--- src/rtl/uart_axi_debug.sv ---
// rtl/uart_axi_debug.sv - UART byte-stream to AXI-lite single-beat read/write debug bridge
// Optional inter-byte rx timeout enabled by defining UART_AXI_DBG_TIMEOUT_EN.
module uart_axi_debug #(
    parameter int ADDR_W         = 18,
    parameter int DATA_W         = 16,
    parameter int TIMEOUT_CYCLES = 1000
) (
    input  logic              clk,
    input  logic              rst,
    input  logic [7:0]        uart_rx,
    input  logic              uart_rx_valid,
    output logic              uart_rx_ready,
    output logic [7:0]        uart_tx,
    output logic              uart_tx_valid,
    input  logic              uart_tx_ready,
    output logic [ADDR_W-1:0] axi_ar_addr,
    output logic              axi_ar_valid,
    input  logic              axi_ar_ready,
    input  logic [DATA_W-1:0] axi_r_data,
    input  logic [1:0]        axi_r_resp,
    input  logic              axi_r_valid,
    output logic              axi_r_ready,
    output logic [ADDR_W-1:0] axi_aw_addr,
    output logic              axi_aw_valid,
    input  logic              axi_aw_ready,
    output logic [DATA_W-1:0] axi_w_data,
    output logic [DATA_W/8-1:0] axi_w_strb,
    output logic              axi_w_valid,
    input  logic              axi_w_ready,
    input  logic [1:0]        axi_b_resp,
    input  logic              axi_b_valid,
    output logic              axi_b_ready
);
    localparam int AB  = (ADDR_W + 7) / 8;
    localparam int DB  = DATA_W / 8;
    localparam int AW8 = AB * 8;

    typedef enum logic [2:0] {
        S_IDLE, S_ADDR, S_WDATA, S_AR, S_R, S_AWW, S_B, S_TX
    } state_t;

    state_t            state, state_nx;
    logic              is_write;
    logic [2:0]        byte_cnt;
    logic [2:0]        tx_idx;
    logic [AW8-1:0]    addr_sh;
    logic [DATA_W-1:0] wdata_sh;
    logic [DATA_W-1:0] rdata;
    logic [1:0]        resp;
    logic              aw_done, w_done;
    logic              take, tmo, tx_last;
    logic [7:0]        tx_byte;

    assign take    = uart_rx_valid && uart_rx_ready;
    assign tx_last = is_write ? (tx_idx == 3'd0) : (tx_idx == 3'(DB));

`ifdef UART_AXI_DBG_TIMEOUT_EN
    logic [31:0] tmo_cnt;

    always_ff @(posedge clk) begin
        if (rst || take || !(state == S_ADDR || state == S_WDATA)) begin
            tmo_cnt <= '0;
        end else begin
            tmo_cnt <= tmo_cnt + 32'd1;
        end
    end

    // A byte arriving on the expiry cycle still wins over the timeout.
    assign tmo = (tmo_cnt >= 32'(TIMEOUT_CYCLES)) && !take;
`else
    logic unused_tmo;
    assign unused_tmo = (TIMEOUT_CYCLES == 0);
    assign tmo        = 1'b0;
`endif

    always_ff @(posedge clk) begin
        if (rst) begin
            state <= S_IDLE;
        end else begin
            state <= state_nx;
        end
    end

    always_comb begin
        state_nx = state;
        case (state)
            S_IDLE:  if (take && (uart_rx == 8'h52 || uart_rx == 8'h57)) state_nx = S_ADDR;
            S_ADDR: begin
                if (tmo) begin
                    state_nx = S_IDLE;
                end else if (take && byte_cnt == 3'(AB - 1)) begin
                    state_nx = is_write ? S_WDATA : S_AR;
                end
            end
            S_WDATA: begin
                if (tmo) begin
                    state_nx = S_IDLE;
                end else if (take && byte_cnt == 3'(DB - 1)) begin
                    state_nx = S_AWW;
                end
            end
            S_AR:    if (axi_ar_ready) state_nx = S_R;
            S_R:     if (axi_r_valid) state_nx = S_TX;
            S_AWW:   if ((aw_done || axi_aw_ready) && (w_done || axi_w_ready)) state_nx = S_B;
            S_B:     if (axi_b_valid) state_nx = S_TX;
            S_TX:    if (uart_tx_ready && tx_last) state_nx = S_IDLE;
            default: state_nx = S_IDLE;
        endcase
    end

    always_ff @(posedge clk) begin
        if (rst) begin
            is_write <= 1'b0;
            byte_cnt <= '0;
            tx_idx   <= '0;
            addr_sh  <= '0;
            wdata_sh <= '0;
            rdata    <= '0;
            resp     <= '0;
            aw_done  <= 1'b0;
            w_done   <= 1'b0;
        end else begin
            case (state)
                S_IDLE: begin
                    if (take) begin
                        is_write <= (uart_rx == 8'h57);
                        byte_cnt <= '0;
                        tx_idx   <= '0;
                        addr_sh  <= '0;
                        aw_done  <= 1'b0;
                        w_done   <= 1'b0;
                    end
                end
                S_ADDR: begin
                    if (take) begin
                        addr_sh  <= (addr_sh << 8) | AW8'(uart_rx);
                        byte_cnt <= (byte_cnt == 3'(AB - 1)) ? 3'd0 : byte_cnt + 3'd1;
                    end
                end
                S_WDATA: begin
                    if (take) begin
                        wdata_sh <= (wdata_sh << 8) | DATA_W'(uart_rx);
                        byte_cnt <= byte_cnt + 3'd1;
                    end
                end
                S_R: begin
                    if (axi_r_valid) begin
                        rdata <= axi_r_data;
                        resp  <= axi_r_resp;
                    end
                end
                S_AWW: begin
                    if (axi_aw_ready) aw_done <= 1'b1;
                    if (axi_w_ready)  w_done  <= 1'b1;
                end
                S_B:  if (axi_b_valid) resp <= axi_b_resp;
                S_TX: if (uart_tx_ready) tx_idx <= tx_idx + 3'd1;
                default: ;
            endcase
        end
    end

    // Byte 0 is the status; bytes 1..DB are read data, MSB first.
    always_comb begin
        tx_byte = (resp == 2'b00) ? 8'h06 : 8'h15;
        for (int i = 0; i < DB; i++) begin
            if (int'(tx_idx) == i + 1) tx_byte = rdata[DATA_W-1-8*i -: 8];
        end
    end

    always_comb begin
        uart_rx_ready = (state == S_IDLE) || (state == S_ADDR) || (state == S_WDATA);
        uart_tx_valid = (state == S_TX);
        uart_tx       = (state == S_TX) ? tx_byte : 8'h00;
        axi_ar_valid  = (state == S_AR);
        axi_r_ready   = (state == S_R);
        axi_aw_valid  = (state == S_AWW) && !aw_done;
        axi_w_valid   = (state == S_AWW) && !w_done;
        axi_b_ready   = (state == S_B);
        axi_ar_addr   = addr_sh[ADDR_W-1:0];
        axi_aw_addr   = addr_sh[ADDR_W-1:0];
        axi_w_data    = wdata_sh;
        axi_w_strb    = '1;
    end
endmodule
--- config.mk ---
export PLATFORM = sky130hd
export DESIGN_NAME = uart_axi_debug
export DESIGN_NICKNAME = d
export VERILOG_FILES = /design/src/rtl/uart_axi_debug.sv
export SDC_FILE = /design/constraint.sdc
export NUM_CORES = 1
export LEC_CHECK = 0
export ABC_AREA = 1
export BUFFER_PORTS_ARGS = -buffer_cell sky130_fd_sc_hd__buf_2
export CORE_AREA = 2 2 121 123
export DETAILED_ROUTE_END_ITERATION = 7
export DIE_AREA = 0 0 123 125
export GPL_TIMING_DRIVEN = 0
export PLACE_DENSITY_LB_ADDON = 0.3
export SYNTH_ARGS = -nofsm -noshare
export SYNTH_HDL_FRONTEND = slang
export SYNTH_SLANG_ARGS = --single-unit
--- constraint.sdc ---
create_clock -name clk -period 1.35 [get_ports clk]
set_input_delay 0.135 -clock clk [delete_from_list [all_inputs] [get_ports clk]]
set_output_delay 0.135 -clock clk [all_outputs]
set_load 0.05 [all_outputs]
==> summary by stage, run 1 <==
Run status
The run finished, with violations left. The checks that failed: setup timing.

Logic synthesis
Yosys attributes the largest share of cell area to sky130_fd_sc_hd__dfxtp_1 40%, sky130_fd_sc_hd__nand3_1 10%, sky130_fd_sc_hd__nand2_1 10%. The share of the yosys chip area belonging to registers is 0.401. The mux contribution to synthesized area is 0. The post-synth design cell area is 3200 sq um. The cell type with the highest aggregate area in the netlist is sky130_fd_sc_hd__dfxtp_1. Of the total synthesized cell area, the portion taken by full adders, half adders and majority gates is 0.0274.

By area, the combinational part of the netlist is dominated by simple AND/OR/NAND/NOR gates. The post-synthesis xor/xnor area fraction is 0. The post-synthesis cell type count is 29. The total of flip-flops plus latches after synthesis is 64.

The compound-gate portion of the synthesized area was 0.166. For this run, the number of Yosys warnings is 0. The post-synthesis simple-gate area fraction is 0.272.

Each instance of the synthesized netlist takes up on average 7.12 sq um. The fraction of post-synthesis cell area in the top cell type by area is 0.401. Synthesis produced a netlist whose cell count is 449.

Finish
From synthesis to final layout, the design area changed by 65.4%. 0 antenna diodes ended up in the layout. Summing all non-filler instances in the final layout gives an area of 5290 sq um. The filler cells instantiated in the layout total 1476.

The share of layout cells above drive strength 1 is 0.480. The number of nets in the layout is 651.

Global routing
In this run the most used layer during global routing was met2. The number of global-route vias before repair was 3428. The met2 global-route usage is 0.231.

The number of antenna violations at the first check in global routing is 0. The largest net degree at the start of global routing is 13. For this run, the total global-route usage over all layers was measured as 0.137. The total overflow left after global routing is 0.

The met3 demand-to-capacity share in global routing is 0.0479. The global-route met1 utilization is 0.163. The first global-routing pass estimated 16600 um of wire.

STA
The share of the clock period used by the worst path is 1.30. The relative slew slack is 0.576. The count of endpoints failing setup in the final report is 71. The sum of negative setup slack is -13.82 ns. The least setup slack across all paths after layout is -0.402 ns. Hold timing on the final database bottoms out at a slack of 0.0643 ns. The number of hold violations in the final report is 0. Across the routed clock network, the largest skew measured is 0.00822 ns. Subtracting the final worst setup slack from the clock period gives 1.75 ns. The number of max-slew violations in the final report is 0. Based on the critical path, the design can be clocked at up to 571 MHz.

For the pin with the worst max-slew slack, the measured transition is 0.636 ns. Setup repair after global routing could not meet its margin everywhere.

Clock tree
The H-tree generated during clock tree synthesis spans 3 levels. The clock passes through at most 2 buffers. The number of sinks handled by clock tree synthesis is 64. Clock-pin slew was measured on the worst setup and hold paths at 0.06 ns. TritonCTS built the clock tree.

The root buffer selected by CTS is sky130_fd_sc_hd__clkbuf_16. Counting the buffers created by CTS gives 9. The later pin in the worst-skew pair is clocked with a latency of 0.34 ns.

Routing
After detailed routing, the number of vias per cell comes to 4.45. The iteration count of the initial detailed-routing pass is 4. The total via count in the routed design is 3539.

Summed over all layers, the routed wires come to 10800 um. The residual DRC count is 0. Once detail routing completed, the nets flagged for antenna violations numbered 0. The first routing iteration left 196 violations. Dividing the detail-routed wire length by the instance count gives 13.6 um.

Critical path
The cell type of the slowest stage on the worst timing path is sky130_fd_sc_hd__dfxtp_4. On the worst path, the slowest cell contributes a delay of 0.36 ns. The critical path in this run is classified as reg2out. The launching element type of the critical path is a flip-flop. STA classifies the critical path endpoint as an output pin. The highest net fanout along the worst path is 5. The data required time of the worst path is 1.22 ns. The cell that appears most often on the critical path is sky130_fd_sc_hd__inv_2. For the worst setup path, the data arrival time is 1.62 ns. The critical path goes through buf_6 > ha_4 > nand2_4 > nand2_2 > inv_2 > o21ai_1 > o211ai_1 > inv_2 > buf_8.

Die
The die is 123 um wide. The floorplan has 44 rows. The die covers 15400 sq um. The starting density of the core is 0.225. The placeable core region is 14200 sq um.

From bottom edge to top edge, the die measures 125 um. The number of top-level design ports is 106.

Placement
Summing all placed instances gives a cell area of 4040 sq um. Detailed placement ended at an HPWL of 7450 um. The number of I/O port buffers is 101. The congestion estimate from routability-driven global placement came to 0.865.

Pwr
IR analysis of the VDD net gives a maximum drop of 0.709 mV. The total leakage power is 0.00226 uW. The power density relative to cell area is 1650 nW/um^2.

Worst hold path
The class of the tightest hold or removal check is in2reg.

Job
Max-cap violations in this run came to 0.
## cells by family after synthesis
kind of cell / count (synthesis)
and+or+nand+nor: 193
buffers and inverters: 84
other: 1
AOI/OAI and AO/OA: 100
DFF: 64
adders and majority gates: 7
## synth_stat cells, drive strengths merged
| cell | n |
|---|---|
| o21ai | 29 |
| nand2 | 90 |
| nor2 | 30 |
| nor3 | 5 |
| buf | 32 |
| o211a | 2 |
| o211ai | 3 |
| a31oi | 3 |
| a211oi | 1 |
| ha | 7 |
| clkbuf | 12 |
| inv | 40 |
| a22oi | 1 |
| conb | 1 |
| a21oi | 61 |
| nand3 | 65 |
| nand3b | 1 |
| or2 | 2 |
| dfxtp | 64 |
## per-layer routing
layer  up-vias  part of all wire
li1       1785                 -
met4         0             0.011
met2       103              0.50
met5         -                 0
met3        10             0.069
met1      1641              0.42
## cell usage in the layout (no fill, tap or decap), types with 6 or more instances in the layout
cell,count
sky130_fd_sc_hd__nand3_2,14
sky130_fd_sc_hd__buf_2,88
sky130_fd_sc_hd__o21ai_0,20
sky130_fd_sc_hd__clkbuf_1,11
sky130_fd_sc_hd__a21oi_2,17
sky130_fd_sc_hd__nand3_1,50
sky130_fd_sc_hd__dfxtp_1,59
sky130_fd_sc_hd__nor2_1,17
sky130_fd_sc_hd__inv_4,6
sky130_fd_sc_hd__inv_2,6
sky130_fd_sc_hd__nand2_2,7
sky130_fd_sc_hd__nor2_2,8
sky130_fd_sc_hd__inv_1,25
sky130_fd_sc_hd__nand2_1,75
sky130_fd_sc_hd__clkbuf_16,9
sky130_fd_sc_hd__buf_4,45
sky130_fd_sc_hd__buf_8,8
sky130_fd_sc_hd__a21oi_1,39
sky130_fd_sc_hd__buf_6,35
## area by class of cell
| class | count | area, sq um | share of cell area |
|---|---|---|---|
| Buffer | 42 | 308 | 0.0582 |
| Clock buffer | 10 | 239 | 0.0452 |
| Clock inverter | 6 | 45.0 | 0.00852 |
| Inverter | 40 | 180 | 0.0341 |
| Multi-Input combinational cell | 302 | 1910 | 0.362 |
| Sequential cell | 64 | 1300 | 0.246 |
| Tap cell | 184 | 230 | 0.0435 |
| Timing Repair Buffer | 148 | 1070 | 0.203 |
## worst max-delay path: cells and delay by family (launching register included)
kind                       cells  cell delay [ns]
buffers and inverters          4             0.41
DFF                            1             0.36
and+or+nand+nor                2             0.16
AOI/OAI and AO/OA              2             0.18
adders and majority gates      1             0.16
## metrics by stage
stage / setup WS [ns] / total power (uW) / instances / util
floorplan: -0.306 / 4270 / 450 / -
global placement: -0.360 / 4870 / 735 / 0.284
detailed placement: -0.415 / 4890 / 735 / 0.284
CTS: -0.386 / 8050 / 781 / 0.346
global route: -0.483 / 9230 / 796 / 0.372
finish: -0.402 / 8730 / 796 / 0.372
## worst paths after layout
kind / from / to / slack (ns) / cells after the start
max: tx_idx[1]$_SDFFE_PP0P_ / uart_tx[4] / -0.40 / 9
min: axi_w_ready / w_done$_SDFFE_PP0P_ / 0.06 / 3
max reg2reg: state[1]$_SDFFE_PP0P_ / axi_w_data[8]$_SDFFE_PP0P_ / -0.27 / 10
min reg2reg: rdata[3]$_SDFFE_PP0P_ / rdata[3]$_SDFFE_PP0P_ / 0.46 / 2
## registers in the layout, summed over array words and instances (netlist names)
name,cells
addr_sh,18
aw_done,1
axi_w_data,16
byte_cnt,3
is_write,1
rdata,16
resp,2
state,3
tx_idx,3
w_done,1
## power by group
group          total [uW]  switching, uW  internal (uW)
Combinational        4220           2430           1790
Sequential           2320            211           2110
Clock                2190            897           1290
Total                8730           3540           5190
## timing repair
item                                    in CTS  in global routing
hold endpoints to repair                     0                  0
gates resized for setup                    111                 72
hold buffers                                 0                  0
pin swaps                                   35                 15
setup buffers                               29                 19
endpoints found under the setup margin      58                 79
cloned                                       1                  1
(Power assumes the default switching activity.)
==> inputs of run 2 (changes only) <==
--- a/config.mk
+++ b/config.mk
@@ -12,6 +12,7 @@
 export DIE_AREA = 0 0 123 125
 export GPL_TIMING_DRIVEN = 0
 export PLACE_DENSITY_LB_ADDON = 0.3
+export SETUP_SLACK_MARGIN = 0.02
 export SYNTH_ARGS = -nofsm -noshare
 export SYNTH_HDL_FRONTEND = slang
 export SYNTH_SLANG_ARGS = --single-unit
==> summary by stage, run 2 (synthesis results as in run 1) <==
Pwr
The power density relative to cell area is 1670 nW/um^2. The net switching power figure is 3710 uW. The internal power of the cells totals 5620 uW.

The fraction of power consumed by the clock network is 0.275. Across the VDD grid, the largest voltage drop is 0.809 mV. The power after layout is 9330 uW.

The total leakage power is 0.00234 uW. The combinational share of power is 0.482. The sequential cell fraction of total power is 0.242. The switching power as a share of total power is 0.398.

Worst hold path
The class of the tightest hold or removal check is in2reg. For hold timing, the worst endpoint is w_done$_SDFFE_PP0P_. The startpoint identified for the worst hold timing path is axi_w_ready. Along the worst hold path, the cell count comes to 3.

Die
The initial utilization of the core area, before any placement, comes to 0.225. In this run the count of I/O pins placed on the die edge is 106. The area of the die is 15400 sq um.

The total area inside the core boundary comes to 14200 sq um. From bottom edge to top edge, the die measures 125 um. The number of core rows is 44. The width of the chip is 123 um.

Critical path
The startpoint-to-endpoint class of the critical path is reg2out. The register-to-register setup slack is -0.32 ns. In this run the worst path has a maximum fanout of 5. The count of cells along the worst register-to-register path is 13. The worst register-to-register path begins at tx_idx[0]$_SDFFE_PP0P_. The terminus of the critical flop-to-flop path is state[2]$_SDFFE_PP0P_.

The worst setup path is launched from a flip-flop. For the worst setup path, the data required time is 1.22 ns. The endpoint arrival time on the critical path is 1.59 ns.

STA classifies the critical path endpoint as an output pin.

Clock tree
Clock tree synthesis found a total of 64 sinks. The root buffer selected by CTS is sky130_fd_sc_hd__clkbuf_16. The maximum buffer depth of the clock tree is 2.

The count of H-tree levels built during CTS is 3. The clock transition at the register clock pins on the worst setup and hold paths after CTS is 0.06 ns. TritonCTS built the clock tree. The clock network latency to the later pin of the worst-skew pair is 0.33 ns. The CTS buffer count is 9.

Finish
In the final layout, the share of cells above drive strength 1 is 0.568. 0 antenna diodes ended up in the layout. The net count of the finished layout is 655. Once layout is complete, the utilization of the core stands at 0.394. Once layout is done, the placed cells without fillers occupy 5600 sq um. In the layout the commonest cells are 86 x sky130_fd_sc_hd__buf_2, 59 x sky130_fd_sc_hd__dfxtp_1, 48 x sky130_fd_sc_hd__nand2_1.

The register with the most flip-flops in the layout has 18 of them. The growth of design area from synthesis to finish is 75.2%. Ranked by flip-flop count, first place goes to addr_sh. The most common library cell in the layout ignoring fill and taps is sky130_fd_sc_hd__buf_2.

Global routing
The number of antenna violations at the first check in global routing was 0. The number of global-route vias before repair came to 3478. The global-route wire length before repair is 17000 um. The final global-route overflow total is 0. Across every metal layer, demand over resource in global routing totals 0.140. Entering global routing, the biggest net connects 13 pins.

Routing
The number of nets still failing antenna checks after routing is 0. After detailed routing, the average wire length per cell comes to 14.0 um. The iteration count of the initial detailed-routing pass is 4.

After detailed routing, the total wire length is 11200 um. The post-detailed-route via-to-cell ratio is 4.49. The initial DRC count is 166. In the routed design, unresolved DRC markers number 0.

The total via count in the routed design is 3592.

STA
Setup repair after global routing could not meet its margin everywhere. The transition time at the pin with the least slew margin is 0.670 ns. Dividing the final minimum period by the clock period gives 1.28.

For this run, the top clock speed supported by timing is 580 MHz. In this run the tightest slew margin relative to its limit is 0.554. The number of hold violations in the final report came to 0.

Setup violations remaining at the end of the flow were counted as 77. The least setup slack across all paths after layout is -0.375 ns. The number of max-slew violations in the final report is 0. Between clock sinks in the finished design, the worst skew comes to 0.00953 ns. The smallest clock period supported by the final layout is computed as 1.73 ns.

Placement
The area of placed instances is 4050 sq um. Routability-driven placement finished with a final weighted congestion of 0.841. The HPWL reported at the end of detailed placement is 7490 um. The number of I/O port buffers is 101. The pre-CTS setup slack is -0.375 ns.

Run status
The run finished, with violations left. The final reports fail on setup timing.

Job
The number of max-capacitance violations reported is 0.
run 2: cell types whose count changed in the layout (fill, tap and decap cells not counted), sizes merged:
cell	previous run	this run
buf	178	181
bufinv	0	2
clkbuf	22	23
clkinv	3	4
clkinvlp	5	3
inv	38	37
run 2: timing repair:
item                       in CTS  in global routing
setup endpoints to repair      59                 80
buffers inserted               31                 22
hold buffers                    0                  0
gates cloned                    2                  1
pin swaps                      41                 40
hold endpoints to repair        0                  0
resized for setup             124                134
run 2: per-stage QoR:
stage | std cells | setup TNS, ns | hold slack, ns
final | 800 | -12.66 | 0.0651
after global routing | 800 | -17.99 | 0.0592
after CTS | 784 | -11.33 | 0.0526
after detailed placement | 735 | -8.31 | 0.412
after global placement | 735 | -6.96 | 0.398
after floorplan | 450 | -2.05 | 0.282
run 2: critical path, stage by stage, from the launching register on:
cell and delay (ns):
sky130_fd_sc_hd__dfxtp_2 0.32, sky130_fd_sc_hd__buf_6 0.13, sky130_fd_sc_hd__nand2_8 0.06, sky130_fd_sc_hd__nor2_4 0.14, sky130_fd_sc_hd__buf_4 0.14, sky130_fd_sc_hd__buf_6 0.09, sky130_fd_sc_hd__o21ai_4 0.05, sky130_fd_sc_hd__a31oi_4 0.14
sky130_fd_sc_hd__buf_6 0.17
run 2: how the worst max path moves through the flow:
| stage | from | to | slack [ns] | cells after the start |
|---|---|---|---|---|
| after floorplan | state[0]$_SDFFE_PP0P_ | uart_tx[1] | -0.31 | 5 |
| after CTS | state[0]$_SDFFE_PP0P_ | axi_r_ready | -0.38 | 6 |
| after detailed placement | tx_idx[0]$_SDFFE_PP0P_ | uart_tx[1] | -0.37 | 8 |
| final | state[0]$_SDFFE_PP0P_ | uart_tx[2] | -0.38 | 8 |
| after global routing | state[0]$_SDFFE_PP0P_ | uart_tx[2] | -0.45 | 8 |
| after global placement | tx_idx[0]$_SDFFE_PP0P_ | uart_tx[1] | -0.36 | 8 |
run 2: cell type report:
class / count / area [sq um]
Clock inverter: 6 / 91.3
Inverter: 40 / 179
Clock buffer: 10 / 239
Tap cell: 184 / 230
Multi-Input combinational cell: 302 / 2120
Sequential cell: 64 / 1290
Timing Repair Buffer: 151 / 1130
Fill cell: 1439 / 8600
Buffer: 43 / 315
run 2: power by group through the flow:
stage	combinational, uW	clock (uW)	sequential (uW)
5_1_grt	4820	2720	2280
6_report	4500	2570	2260
2_1_floorplan	1920	0	2360
3_5_place_dp	2670	0	2250
4_1_cts	3730	2620	2230
3_3_place_gp	2640	0	2240
run 2: metal layers:
layer	part of all wire	wire length, um	vias up	GRT usage
met4	0.020	227	0	0.0461
met3	0.054	599	17	0.0392
met1	0.44	4870	1680	0.176
li1	-	-	1793	-
met2	0.49	5480	102	0.230
met5	0	0	-	0
==> inputs of run 3 (changes only) <==
--- a/config.mk
+++ b/config.mk
@@ -7,12 +7,15 @@
 export LEC_CHECK = 0
 export ABC_AREA = 1
 export BUFFER_PORTS_ARGS = -buffer_cell sky130_fd_sc_hd__buf_2
+export CAP_MARGIN = 20
 export CORE_AREA = 2 2 121 123
+export CTS_BUF_LIST = sky130_fd_sc_hd__clkbuf_16
 export DETAILED_ROUTE_END_ITERATION = 7
 export DIE_AREA = 0 0 123 125
 export GPL_TIMING_DRIVEN = 0
 export PLACE_DENSITY_LB_ADDON = 0.3
 export SETUP_SLACK_MARGIN = 0.02
+export SKIP_CTS_REPAIR_TIMING = 1
 export SYNTH_ARGS = -nofsm -noshare
 export SYNTH_HDL_FRONTEND = slang
 export SYNTH_SLANG_ARGS = --single-unit
==> summary by stage, run 3 (synthesis results as in run 1) <==
Run status
The flow ran to the end, but the final reports show violations. The checks that failed: setup timing.

Finish
Summing all multi-input logic gate instances after layout gives 1950 sq um. The number of antenna diodes in the final layout is 0. The register with the most flip-flops in the layout has 18 of them. The growth of design area from synthesis to finish is 63.5%. The largest register by flop count is addr_sh. The filler-free cell count of the finished design is 783.

The count of filler cells inserted in the layout is 1491. The finished cells cover 5230 sq um. Leaving out fill and tap cells, the most frequent cell in the layout is sky130_fd_sc_hd__buf_2. The number of nets in the layout is 638. Of the cells placed in the final design, the portion with a size suffix greater than 1 is 0.476. Leaving out fill and tap cells, the most frequent cells in the layout are 88 x sky130_fd_sc_hd__buf_2, 62 x sky130_fd_sc_hd__nand2_1, 58 x sky130_fd_sc_hd__dfxtp_1. The core occupancy in the finished layout is 0.368. The sequential cells in the finished layout cover a total of 1290 sq um.

Routing
The detailed-route wire length per cell is 13.6 um. Wires add up to 10700 um. The number of nets still failing antenna checks after routing is 0. The first TritonRoute pass finished after 4 iterations. The residual DRC count is 0. Using the TritonRoute via totals, the vias-per-cell ratio works out to 4.52. The initial DRC count is 154. The total via count in the routed design is 3537.

Critical path
The most critical setup path has its startpoint at state[1]$_SDFFE_PP0P_. The highest net fanout along the worst path is 7. Data on the critical path is required at its endpoint by 1.22 ns.

STA classifies the critical path endpoint as an output pin. At the worst endpoint, the arrival time is 1.63 ns. The launching element type of the critical path is a flip-flop. The startpoint identified for the worst register-to-register timing path is state[0]$_SDFFE_PP0P_. The startpoint-to-endpoint class of the critical path is reg2out.

Worst hold path
The tightest min-delay check is of the in2reg type. The worst hold path begins at axi_w_ready.

Pwr
Across the VDD grid, the largest voltage drop is 0.840 mV. The analysis attributes to cell leakage a power of 0.00223 uW. Of the total power, the share spent switching nets is 0.399. The fraction of power consumed by the clock network is 0.291.

In this run the power spent charging and discharging nets is 3470 uW. The share of total power dissipated in sequential elements is 0.260. The combinational share of power is 0.449. In this run the power density over the cells is 1660 nW/um^2.

The internal portion of total power is 5230 uW.

STA
The fmax is 566 MHz. Setup violations remaining at the end of the flow were counted as 50. The transition time at the pin with the least slew margin is 0.729 ns. Across the routed clock network, the largest skew measured is 0.00787 ns.

The relative slew slack is 0.514. Setup repair after global routing could not meet its margin everywhere. The number of hold violations in the final report came to 0.

The least setup slack across all paths after layout is -0.416 ns. The number of max-slew violations in the final report is 0. The clock period minus final worst setup slack is 1.77 ns. The worst hold slack is 0.0607 ns.

The share of the clock period used by the worst path is 1.31.

Global routing
The first global-routing pass estimated 15400 um of wire. The all-layer global routing usage is 0.127. Entering global routing, the biggest net connects 13 pins. The number of antenna violations at the first check in global routing is 0.

The number of global-route vias before repair is 3189. The final global-route overflow total is 0.

Clock tree
Clock-pin slew was measured on the worst setup and hold paths at 0.06 ns. TritonCTS built the clock tree. CTS saw 64 sinks. The count of H-tree levels built during CTS is 3. In this run the deepest clock path goes through 2 buffers.

The CTS buffer count is 9. Clock latency on the worst-skew pair, taken at its later pin, is 0.34 ns. The tree is rooted in a sky130_fd_sc_hd__clkbuf_16.

Die
The placeable core region is 14200 sq um. The width of the chip is 123 um. Pin placement for this block handled 106 I/O pins. The die height is 125 um. The initial utilization of the core area, before any placement, comes to 0.225.

The area of the die is 15400 sq um. The number of core rows is 44.

Placement
At the placement stage, the worst setup path has a slack of -0.375 ns. The number of cells in the design after placement is 735. After detailed placement, the total cell area comes to 4050 sq um. Routability-driven placement finished with a final weighted congestion of 0.841. Summed over all nets, the half-perimeter wirelength after detailed placement is 7490 um. The number of I/O port buffers is 101.

Job
The tool flagged a number of max-cap violations equal to 0.
run 3: cell types whose count changed in the layout (fill, tap and decap cells not counted), moves of 13 or more:
cell,delta
sky130_fd_sc_hd__o21ai_0,+13
sky130_fd_sc_hd__nand3_1,+20
sky130_fd_sc_hd__nand2_1,+14
sky130_fd_sc_hd__nand3_2,-18
sky130_fd_sc_hd__nand2_2,-22
sky130_fd_sc_hd__buf_6,-25
run 3: through the flow:
stage          power (uW)  setup TNS (ns)
2_1_floorplan        4290           -2.05
3_3_place_gp         4880           -6.96
3_5_place_dp         4920           -8.31
4_1_cts              7450          -13.17
5_1_grt              9150          -13.95
6_report             8700           -9.62
run 3: worst paths after layout:
kind	to	slack (ns)	cells after the start
max	uart_tx[3]	-0.42	7
min	w_done$_SDFFE_PP0P_	0.06	3
max reg2reg	state[0]$_SDFFE_PP0P_	-0.32	12
min reg2reg	rdata[5]$_SDFFE_PP0P_	0.46	2
run 3: power groups by stage:
stage | Clock, uW | Sequential (uW) | Combinational, uW
CTS | 2560 | 2210 | 2680
finish | 2530 | 2260 | 3900
detailed placement | 0 | 2250 | 2670
floorplan | 0 | 2360 | 1920
global placement | 0 | 2240 | 2640
global route | 2670 | 2280 | 4200
run 3: area by class of cell:
cell class	count	share of cell area
plain buffers	43	0.0584
clock buffers	9	0.0431
clock inverters	7	0.0182
inverters	40	0.0338
multi-input cells	302	0.372
flip-flops and latches	64	0.248
well taps	184	0.0441
repair buffers	134	0.183
run 3: critical path: stages, from the launching register on:
cell	delay, ns
sky130_fd_sc_hd__dfxtp_2	0.33
sky130_fd_sc_hd__buf_8	0.14
sky130_fd_sc_hd__nand2_8	0.06
sky130_fd_sc_hd__nor2_4	0.18
sky130_fd_sc_hd__clkinvlp_4	0.13
sky130_fd_sc_hd__buf_12	0.16
sky130_fd_sc_hd__a21oi_4	0.12
sky130_fd_sc_hd__buf_6	0.17
run 3: per-layer routing:
metal / routed length [um] / global-route usage
met4: 226 / 0.0475
met1: 4740 / 0.164
met3: 588 / 0.0411
met2: 5130 / 0.197
met5: 0 / 0
